==> src/rtl/pontuacao_scanner.sv <==
// pontuacao_scanner: read-only board scorer. Streams the 32 rows of one
// player's board through the controller's pontuacao read port, counts intact,
// hit and water-shot cells, and publishes registered totals with a done pulse.
module pontuacao_scanner #(
    parameter int unsigned READ_LAT = 2
) (
    input  logic        clk,
    input  logic        resetGeral,
    input  logic        start,
    input  logic        jogador,
    input  logic        grant,
    input  logic [63:0] dataReadPontuacao,
    output logic        readyPontuacao,
    output logic [4:0]  pontuacao_addr,
    output logic        jogadorPontuacao,
    output logic        busy,
    output logic        done,
    output logic [10:0] navios,
    output logic [10:0] acertos,
    output logic [10:0] erros,
    output logic        derrota
);

    localparam logic [4:0] LastRow = 5'd31;

    typedef enum logic [1:0] {
        StIdle,
        StReq,
        StDrain,
        StDone
    } state_e;

    // Number of 2-bit cells in a row equal to the given code (0..32).
    function automatic logic [5:0] count_code(input logic [63:0] row, input logic [1:0] code);
        logic [5:0] n;
        n = '0;
        for (int i = 0; i < 32; i++) begin
            if (row[2*i +: 2] == code) begin
                n = n + 6'd1;
            end
        end
        return n;
    endfunction

    state_e              state_q, state_d;
    logic [4:0]          req_addr_q, req_addr_d;
    logic [4:0]          cap_addr_q, cap_addr_d;
    // One valid tag per granted request; the oldest bit marks a returning row.
    logic [READ_LAT-1:0] tag_q, tag_d;
    logic [10:0]         acc_nav_q, acc_nav_d;
    logic [10:0]         acc_hit_q, acc_hit_d;
    logic [10:0]         acc_err_q, acc_err_d;
    logic                jog_q, jog_d;
    logic [10:0]         nav_q, hit_q, err_q;
    logic                derrota_q;

    logic [5:0]          row_nav, row_hit, row_err;
    logic                push;
    logic                capture;
    logic                publish;

    // Per-row cell counts of the data currently on the read bus.
    always_comb begin
        row_nav = count_code(dataReadPontuacao, 2'b01);
        row_hit = count_code(dataReadPontuacao, 2'b10);
        row_err = count_code(dataReadPontuacao, 2'b11);
    end

    // Next-state logic: request issue, tag pipeline, capture and grant-loss recovery.
    always_comb begin
        state_d    = state_q;
        req_addr_d = req_addr_q;
        cap_addr_d = cap_addr_q;
        tag_d      = tag_q;
        acc_nav_d  = acc_nav_q;
        acc_hit_d  = acc_hit_q;
        acc_err_d  = acc_err_q;
        jog_d      = jog_q;
        push       = 1'b0;
        capture    = 1'b0;
        publish    = 1'b0;

        unique case (state_q)
            StIdle: begin
                if (start) begin
                    state_d    = StReq;
                    req_addr_d = '0;
                    cap_addr_d = '0;
                    tag_d      = '0;
                    acc_nav_d  = '0;
                    acc_hit_d  = '0;
                    acc_err_d  = '0;
                    jog_d      = jogador;
                end
            end
            StReq, StDrain: begin
                if (!grant) begin
                    // In-flight reads are lost: restart from the first uncaptured row.
                    tag_d      = '0;
                    req_addr_d = cap_addr_q;
                    state_d    = StReq;
                end else begin
                    capture  = tag_q[READ_LAT-1];
                    push     = (state_q == StReq);
                    tag_d    = tag_q << 1;
                    tag_d[0] = push;
                    if (capture) begin
                        acc_nav_d  = acc_nav_q + {5'd0, row_nav};
                        acc_hit_d  = acc_hit_q + {5'd0, row_hit};
                        acc_err_d  = acc_err_q + {5'd0, row_err};
                        cap_addr_d = cap_addr_q + 5'd1;
                    end
                    if (state_q == StReq) begin
                        req_addr_d = req_addr_q + 5'd1;
                        if (req_addr_q == LastRow) begin
                            state_d = StDrain;
                        end
                    end else if (capture && (cap_addr_q == LastRow)) begin
                        // Last row lands now; totals are loaded so they are valid with done.
                        state_d = StDone;
                        publish = 1'b1;
                    end
                end
            end
            StDone: begin
                state_d = StIdle;
            end
            default: begin
                state_d = StIdle;
            end
        endcase
    end

    // Scan state registers.
    always_ff @(posedge clk or negedge resetGeral) begin
        if (!resetGeral) begin
            state_q    <= StIdle;
            req_addr_q <= '0;
            cap_addr_q <= '0;
            tag_q      <= '0;
            acc_nav_q  <= '0;
            acc_hit_q  <= '0;
            acc_err_q  <= '0;
            jog_q      <= 1'b0;
        end else begin
            state_q    <= state_d;
            req_addr_q <= req_addr_d;
            cap_addr_q <= cap_addr_d;
            tag_q      <= tag_d;
            acc_nav_q  <= acc_nav_d;
            acc_hit_q  <= acc_hit_d;
            acc_err_q  <= acc_err_d;
            jog_q      <= jog_d;
        end
    end

    // Published totals: hold until a scan completes.
    always_ff @(posedge clk or negedge resetGeral) begin
        if (!resetGeral) begin
            nav_q     <= '0;
            hit_q     <= '0;
            err_q     <= '0;
            derrota_q <= 1'b0;
        end else if (publish) begin
            nav_q     <= acc_nav_d;
            hit_q     <= acc_hit_d;
            err_q     <= acc_err_d;
            derrota_q <= (acc_nav_d == 11'd0) && (acc_hit_d != 11'd0);
        end
    end

    // Port outputs decoded from the state register.
    always_comb begin
        readyPontuacao = (state_q == StReq) || (state_q == StDrain);
        busy           = (state_q != StIdle);
        done           = (state_q == StDone);
        pontuacao_addr = '0;
        if (state_q == StReq) begin
            pontuacao_addr = req_addr_q;
        end else if (state_q == StDrain) begin
            pontuacao_addr = LastRow;
        end
    end

    assign jogadorPontuacao = jog_q;
    assign navios           = nav_q;
    assign acertos          = hit_q;
    assign erros            = err_q;
    assign derrota          = derrota_q;

endmodule

==> config.mk <==
export PLATFORM = sky130hd
export DESIGN_NAME = pontuacao_scanner
export DESIGN_NICKNAME = d
export VERILOG_FILES = /design/src/rtl/pontuacao_scanner.sv
export SDC_FILE = /design/constraint.sdc
export NUM_CORES = 1
export LEC_CHECK = 0
export CAP_MARGIN = 20
export CORE_MARGIN = 2
export CORE_UTILIZATION = 28
export DETAILED_ROUTE_END_ITERATION = 7
export GPL_ROUTABILITY_DRIVEN = 1
export SLEW_MARGIN = 20
export SYNTH_ARGS = -nofsm -noshare
export SYNTH_HDL_FRONTEND = slang
export SYNTH_SLANG_ARGS = --single-unit
export TNS_END_PERCENT = 1
==> constraint.sdc <==
create_clock -name clk -period 2.5 [get_ports clk]
set_input_delay 0.5 -clock clk [delete_from_list [all_inputs] [get_ports clk]]
set_output_delay 0.5 -clock clk [all_outputs]
set_load 0.02 [all_outputs]
Word-level counts from Yosys, hierarchy flattened
Index checks and enable logic that the tools add are counted.
Word-level totals
  bits in writable memories: 0
  output and inout bits: 43
  flip-flop bits (word level): 82
  latch bits: 0
  bits of input ports: 69
  memories: 0
  memory bits (read-only): 0
  logic and storage cells: 361
Operators by class
  reduce and logical (&&, ||, !) cells: 14
  add/sub/neg operators: 98
  bitwise logic cells: 0
  magnitude comparators: 0
  $mul: 0
  multiplexer cells: 130
  div/mod/pow operators: 0
  equality and inequality tests: 107
  shifts and indexed selects: 0
Operators with widths (number)
  6-bit by 1-bit adder with 6-bit output, second input constant: 93
  6-bit two-way mux: 93
  2-bit equality test, second input constant: 66
  11-bit two-way mux: 9
  2-bit by 1-bit equality test with 1-bit output, second input constant: 33
  11-bit case mux with 2 select lines: 3
  5-bit two-way mux: 7
  11-bit by 6-bit adder with 11-bit output: 3
  5-bit case mux with 2 select lines: 2
  2-bit two-way mux: 7
  11-bit zero test: 1
  11-bit nonzero test: 1
  5-bit by 1-bit adder with 5-bit output, second input constant: 2
  5-bit equality test, second input constant: 2
  4-bit inequality test, second input constant: 2
  1-bit two-way mux: 7
  2-bit inequality test, second input constant: 3
  2-bit case mux with 3 select lines: 1
  3-bit AND reduction: 2
  2-bit case mux with 2 select lines: 1
  2-bit AND reduction: 2
  4-bit AND reduction: 1
  2-bit nonzero test: 2
  3-bit inequality test, second input constant: 1
  other kinds (4): 5

Depth between registers and ports, before layout
Gate-level depths: netlist of run 1.
  depth after elaboration: 70
  gate-level depth with buffers: 107
  mapped depth without buffers: 107

Worst setup path before layout of run 1
OpenSTA, ideal clock, no wires.
  kind: input port to flip-flop
  start: input dataReadPontuacao[0]
  end: register err_q[7] (netlist: erros[7])
  data required time: 2.375 ns
  arrival: 18.785 ns
  cell stages on the path: 103
  slack: -16.410 ns
  buffers on the path: 0
  setup time: 0.125 ns
  cells stage by stage: nand2_1 inv_1 ha_1 a21oi_1 nor2_1 ha_1 nand3_1 nand2_1 ha_1 or2_2 and2_1 ha_1 nand3_1 nand2_1 ha_1 nor2_1 nor2_1 ha_1 [... 67 more ...] inv_1 ha_1 nor2_1 a21oi_1 ha_1 mux2_2 ha_1 mux2_2 ha_1 a21o_1 a21o_1 a21o_1 a21oi_1 o21bai_1 and3_1 mux2_2 a22o_1 mux2_2
Between the ends
  longest elaborated chain between the ends: 68
Ends and longest elaborated chain
  start: declaration: line 12  | input logic [63:0] dataReadPontuacao,
  2-bit equality test (*): line 38  | if (row[2*i +: 2] == code) begin
  1-bit two-way mux (*): line 38
  6-bit by 1-bit adder with 6-bit output: line 39  | n = n + 6'd1;
  6-bit two-way mux (*): line 38
  6-bit by 1-bit adder with 6-bit output: line 39
  6-bit two-way mux (*): line 38
  6-bit by 1-bit adder with 6-bit output: line 39
  6-bit two-way mux (*): line 38
  [... 53 more ...]
  6-bit two-way mux (*): line 38
  6-bit by 1-bit adder with 6-bit output: line 39
  6-bit two-way mux (*): line 38
  11-bit by 6-bit adder with 11-bit output (*): line 110  | acc_err_d = acc_err_q + {5'd0, row_err};
  11-bit two-way mux (*): line 107  | if (capture) begin
  11-bit two-way mux (*): line 97  | if (!grant) begin
  11-bit case mux with 2 select lines (*): line 83  | unique case (state_q)
  named net acc_err_d[7]: line 52  | logic [10:0] acc_err_q, acc_err_d;
  end signal: assignment: line 167  | err_q <= acc_err_d;
  end: declaration: line 54  | logic [10:0] nav_q, hit_q, err_q;
The timed path passes the listed nets; every way through them passes the cells marked *.
A chain may end at the register's enable or synchronous reset.

Worst setup path in the final report of run 1
  start: input dataReadPontuacao[7]
  end: register err_q[7] (netlist: erros[7])
Between the ends
  longest elaborated chain between the ends: 62
Ends and longest elaborated chain (line)
  2-bit equality test (*): 38
  6-bit two-way mux (*): 38
  6-bit by 1-bit adder with 6-bit output: 39
  6-bit two-way mux (*): 38
  6-bit by 1-bit adder with 6-bit output: 39
  6-bit two-way mux (*): 38
  6-bit by 1-bit adder with 6-bit output: 39
  6-bit two-way mux (*): 38
  [... 47 more ...]
  6-bit two-way mux (*): 38
  6-bit by 1-bit adder with 6-bit output: 39
  6-bit two-way mux (*): 38
  11-bit by 6-bit adder with 11-bit output (*): 110
  11-bit two-way mux (*): 107
  11-bit two-way mux (*): 97
  11-bit case mux with 2 select lines (*): 83
  named net acc_err_d[7]: 52
Marked as above.

==> results of run 1 <==
[logic make-up after synthesis]
| group | synth area share [%] |
|---|---|
| XOR/XNOR | 26.86 |
| AO/OA/AOI/OAI | 18.82 |
| buffers and inverters | 3.929 |
| AND/OR/NAND/NOR | 25.22 |
| flip-flops | 11.74 |
| multiplexers | 4.265 |
| adder cells (fa/ha/maj) | 9.174 |
[final timing paths]
check,slack [ns],cells past startpoint,end
setup / recovery,-14.68,99,erros[7]$_DFFE_PN0P_
hold / removal,0.16,1,acertos[5]$_DFFE_PN0P_
setup reg to reg,-0.44,15,derrota$_DFFE_PN0P_
hold reg to reg,0.48,2,tag_q[0]$_DFFE_PN0P_
max in group asynchronous,1.68,2,acc_hit_q[6]$_DFF_PN0_
min in group clk,0.48,2,tag_q[0]$_DFFE_PN0P_
[per-layer routing]
layer  wire (um)  track usage, %  share of wire [%]
met5           0               0                  0
met4         584           2.487                1.1
met3        1334          0.6453                2.6
met2       23910           26.14                 46
met1       25690           21.81                 50
[critical path: cells and delay by family]
kind | cells | cell delay [ns]
AOI/OAI and AO/OA | 25 | 3.43
adders and majority gates | 29 | 7.46
buffers and inverters | 5 | 0.67
muxes | 9 | 2.18
and+or+nand+nor | 31 | 3.13
[through the flow]
| stage | TNS [ns] | setup slack (ns) |
|---|---|---|
| CTS | -862.24 | -14.65 |
| global route | -927.14 | -15.53 |
| detailed placement | -936.82 | -15.73 |
| floorplan | -842.55 | -14.70 |
| finish | -855.13 | -14.68 |
| global placement | -918.51 | -15.41 |
[registers in the layout, indices dropped and copies added (netlist names)]
name / cells
erros: 11
acertos: 11
cap_addr_q: 5
acc_err_q: 11
jogadorPontuacao: 1
req_addr_q: 5
navios: 11
acc_nav_q: 11
state_q: 2
derrota: 1
acc_hit_q: 11
tag_q: 2
[layout by cell type (no fill, tap or decap), types with 20 or more instances in the layout]
master,instances
a31oi_1,26
ha_1,99
a21oi_1,106
nand3b_1,27
ha_4,20
nor2b_1,75
buf_4,970
nand3_1,80
nor3_1,33
inv_1,74
nand4_1,33
clkdlybuf4s50_1,95
o22ai_1,21
xor2_1,108
nand2_1,234
mux2i_1,24
xnor2_1,227
dfrtp_1,82
nand2b_1,57
a21o_1,22
mux2_2,35
o21ai_1,25
xnor2_2,38
o21ai_0,68
a21oi_2,25
nor2_1,152
[what timing repair did]
action	in CTS	in global routing
buffers inserted	15	22
endpoints found under the setup margin	73	72
pin swaps	23	79
gates resized for setup	92	146
[area by class of cell]
cell class / instances / area share, %
multi-input combinational: 1999 / 56.65
timing repair buffer: 1085 / 30.12
sequential: 82 / 7.297
tap: 837 / 3.724
inverter: 86 / 1.157
clock buffer: 11 / 0.8276
clock inverter: 5 / 0.2269
[power groups by stage]
| stage | clock (mW) | sequential [mW] | combinational [mW] |
|---|---|---|---|
| after floorplan | 0 | 1.54 | 23.0 |
| after global placement | 0 | 1.56 | 40.0 |
| after detailed placement | 0 | 1.56 | 40.6 |
| after CTS | 1.36 | 1.53 | 41.6 |
| after global routing | 1.41 | 1.55 | 48.3 |
| final | 1.33 | 1.53 | 44.0 |
==> results.ini, run 1 <==
[global_routing]
grt_pass1_wl_um = 84490
antenna_found_initial = 0
grt_usage_pct = 15.38
grt_max_degree = 48
grt_pass1_vias = 18360
overflow = 0

[layout]
syn_to_final_growth_pct = 60.82
filler_cell_count = 6039
drive_gt1_share_pct = 40.09
stdcell_area_um2 = 28120
regArea_um2 = 2052
fin_util_pct = 45.57
diodes = 0
fin_cells = 4105
multi_input_area_um2 = 15930
nNetsFinal = 3456

[place]
dpl_cell_area_um2 = 26640
dp_hpwl_um = 43040
globalplace.congestion = 0.9060
dp_cells = 4052
io_buffer_count = 111

[floorplanning]
die_h_um = 253.9
die_x_um = 253.9
die_area_um2 = 64460
rows = 91
start_util_pct = 28.33
io_pins = 112
core_um2 = 61710

[synth]
synth_edf_count = 0
synth_area_leaders = xnor2_1 (12%), dfrtp_1 (12%), ha_1 (8.7%)
synth_seq_cells = 82
yosysTopAreaCell = xnor2_1
synth.avg_cell_area_um2 = 7.775
yosysMostFrequentCell = xnor2_1
ys_seq_area_share_pct = 11.74
syn_inst = 2249
syn-num-nets = 2442
ys_warn_count = 0
syn_area_um2 = 17490
synth_top_area_share_pct = 12.32
synthTopCellsByCount = xnor2_1 (246), nand2_1 (243), nor2_1 (166)
async_flop_share_pct = 100.0
ys.flop_type = dfrtp_1
synth_cell_types = 107

[clocking]
clock-root-buffer = clkbuf_16
cts_sinks = 82
htreeDepth = 3
clk_path_buf_depth = 2
clock_latency_ns = 0.34
cts_buffers = 9
path_clk_slew_ns = 0.06
cts_tree = yes
cts_hold_buf = 0

[drt]
viasPerCell = 4.701
wl_um = 51520
drt-initial-drc-count = 896
drc_errors = 0
wl_per_cell_um = 12.55
vias = 19300
ant_nets = 0
drtPass1Iterations = 7

[worst_setup_path]
start_kind = primary input
crit_slowest_cell = clkdlybuf4s50_1
timing.rr.start = acc_hit_q[0]$_DFF_PN0_
startpoint = dataReadPontuacao[7]
end_kind = flop
required_ns = 2.72
crit_type = in -> reg
crit_top_cell = ha_4
max_stage_delay_ns = 0.42
cp.arrival_ns = 17.40
cp_max_fo = 3

[power_and_ir_drop]
power_mw = 46.82
seqPwrFrac_pct = 3.3
ir_drop_uv = 1449
p_int_mw = 26.64
leakage_nw = 12.93
p_comb_share_pct = 93.9
power_density_nw_per_um2 = 1665
p_sw_mw = 20.18
power.share.clock_pct = 2.8
switching_share_pct = 43.11

[sta]
finClkSkew_ns = 0.007574
maxSlewHeadroom_pct = 47.24
timing.final.ws_setup_ns = -14.68
finalSetupViolations = 67
tightestPinTransition_ns = 0.7847
fin_crit_ns = 17.18
fmax_ghz = 0.05821
hold_violations = 0
fin_crit_sh_pct = 687.2
rsz0062_at_grt = yes
slew_violations = 0
timing.hold.ws_ns = 0.1650

[status]
status = finished with violations
violations = negative setup slack

[flow_run]
drv_cap = 0

[min_path]
hold_class = in -> async

Note: power is estimated with default switching activity, not from simulation.
==> inputs of run 2 (changes only) <==
- CORE_ASPECT_RATIO: not set -> 1.2
==> run 2 against run 1 <==
Net effect:
- the flow still finishes with violations (negative setup slack)
- register-to-register slack improved by 0.14 ns
- via count is 1.2% higher
- sequential power about the same
- first-iteration DRC count shrank 33%
- critical path depth rose by 4
- sequential cell count did not move
- power is 1.9% lower
- largest power group unchanged
- highest routed layer is now met5
==> results.ini, run 2 (synthesis gave the netlist of run 1 again) <==
[clocking]
clock_latency_ns = 0.34
cts_sinks = 82
path_clk_slew_ns = 0.06
cts_tree = yes
clock-root-buffer = clkbuf_16
clk_path_buf_depth = 2
cts_buffers = 9
htreeDepth = 3

[floorplanning]
die_h_um = 277.8
rows = 100
die_x_um = 232.1
die_area_um2 = 64470
io_pins = 112
start_util_pct = 28.23
core_um2 = 61930

[worst_setup_path]
critPathBufInv = 6
reg2regPathDepth = 15
path_delay_family = adder cells
r2r_slack_ns = -0.30
cp_max_fo = 3
end_kind = flop
cp.arrival_ns = 17.44
r2r_end = derrota$_DFFE_PN0P_
crit_top_cell = ha_4
crit_slowest_cell = ha_1
crit_type = in -> reg
required_ns = 2.72
start_kind = primary input
path_depth = 103
timing.rr.start = acc_hit_q[0]$_DFF_PN0_
max_stage_delay_ns = 0.33

[global_routing]
grt_pass1_vias = 19350
grt_usage_pct = 16.11
antenna_found_initial = 7
overflow = 0
grt_pass1_wl_um = 87300
grt_max_degree = 53

[drt]
drtPass1Iterations = 7
ant_nets = 0
wl_per_cell_um = 13.00
wl_um = 53440
drc_errors = 0
vias = 19530
viasPerCell = 4.751
drt-initial-drc-count = 604

[flow_run]
drv_cap = 0

[sta]
finalSetupViolations = 67
finClkSkew_ns = 0.007007
rsz0062_at_grt = yes
tightestPinTransition_ns = 0.7990
fin_crit_sh_pct = 688.8
maxSlewHeadroom_pct = 46.28
timing.hold.ws_ns = 0.09868
fmax_ghz = 0.05807
timing.final.ws_setup_ns = -14.72
fin_crit_ns = 17.22
slew_violations = 0
hold_violations = 0

[layout]
syn_to_final_growth_pct = 60.71
drive_gt1_share_pct = 39.36
final_common_cell = buf_4
filler_cell_count = 6073
most-common-layout-cells = buf_4 (991), nand2_1 (234), xnor2_1 (233), nor2_1 (154), a21oi_1 (114)
nNetsFinal = 3482

[place]
globalplace.congestion = 0.9080
io_buffer_count = 111
dp_hpwl_um = 45770

[power_and_ir_drop]
leakage_nw = 12.92
ir_drop_uv = 1034
power_mw = 45.92
power_density_nw_per_um2 = 1634

[min_path]
hold_class = in -> async

[status]
status = finished with violations
violations = negative setup slack

run 2: changes by cell type in the layout (fill, tap and decap cells not counted), moves of 6 or more:
cell and change:
xnor2_1 +6, a21oi_2 -8, a21oi_1 +8, buf_4 +21
dlygate4sd2_1 +6, dlymetal6s2s_1 -7
run 2: worst max path at each step:
stage	slack [ns]	to	from
global route	-15.52	erros[7]$_DFFE_PN0P_	dataReadPontuacao[0]
global placement	-15.21	erros[7]$_DFFE_PN0P_	dataReadPontuacao[2]
CTS	-14.90	erros[7]$_DFFE_PN0P_	dataReadPontuacao[3]
floorplan	-14.70	erros[7]$_DFFE_PN0P_	dataReadPontuacao[3]
detailed placement	-15.65	erros[7]$_DFFE_PN0P_	dataReadPontuacao[2]
finish	-14.72	erros[7]$_DFFE_PN0P_	dataReadPontuacao[0]
run 2: per-layer routing:
metal	vias up	routed length, um	track usage [%]
li1	10100	-	-
met1	9038	20830	17.08
met2	296	29250	32.78
met3	85	1774	1.398
met4	10	1513	4.750
met5	-	66	0
run 2: per-stage QoR:
| step | area [um^2] | worst slack (ns) | util, % | setup TNS [ns] | instances |
|---|---|---|---|---|---|
| 2_1_floorplan | 17780 | -14.70 | - | -842.55 | 2249 |
| 3_3_place_gp | 26780 | -15.21 | 43.24 | -907.81 | 4053 |
| 3_5_place_dp | 26780 | -15.65 | 43.24 | -923.59 | 4053 |
| 4_1_cts | 27540 | -14.90 | 44.47 | -869.16 | 4093 |
| 5_1_grt | 28100 | -15.52 | 45.37 | -921.97 | 4109 |
| 6_report | 28100 | -14.72 | 45.37 | -852.41 | 4110 |
run 2: power by group:
part | total, mW | switching, mW | leakage (nW) | internal (mW)
sequential | 1.53 | 0.0927 | 1.14 | 1.44
clock | 1.43 | 0.551 | 0.152 | 0.875
combinational | 43.0 | 18.9 | 11.6 | 24.1
run 2: final cells by class:
class | instances | area (um^2) | share of cell area (%)
multi-input combinational | 1999 | 15730 | 55.96
tap | 816 | 1021 | 3.633
timing repair buffer | 1111 | 8660 | 30.82
clock inverter | 6 | 90.09 | 0.3206
sequential | 82 | 2052 | 7.302
clock buffer | 9 | 225.2 | 0.8015
antenna | 1 | 2.502 | 0.008905
inverter | 86 | 325.3 | 1.158
run 2: repair_timing:
item,4_1_cts,5_1_grt
setup endpoints to repair,73,68
resized for setup,92,97
hold buffers,0,0
setup buffers,25,17
pin swaps,61,83
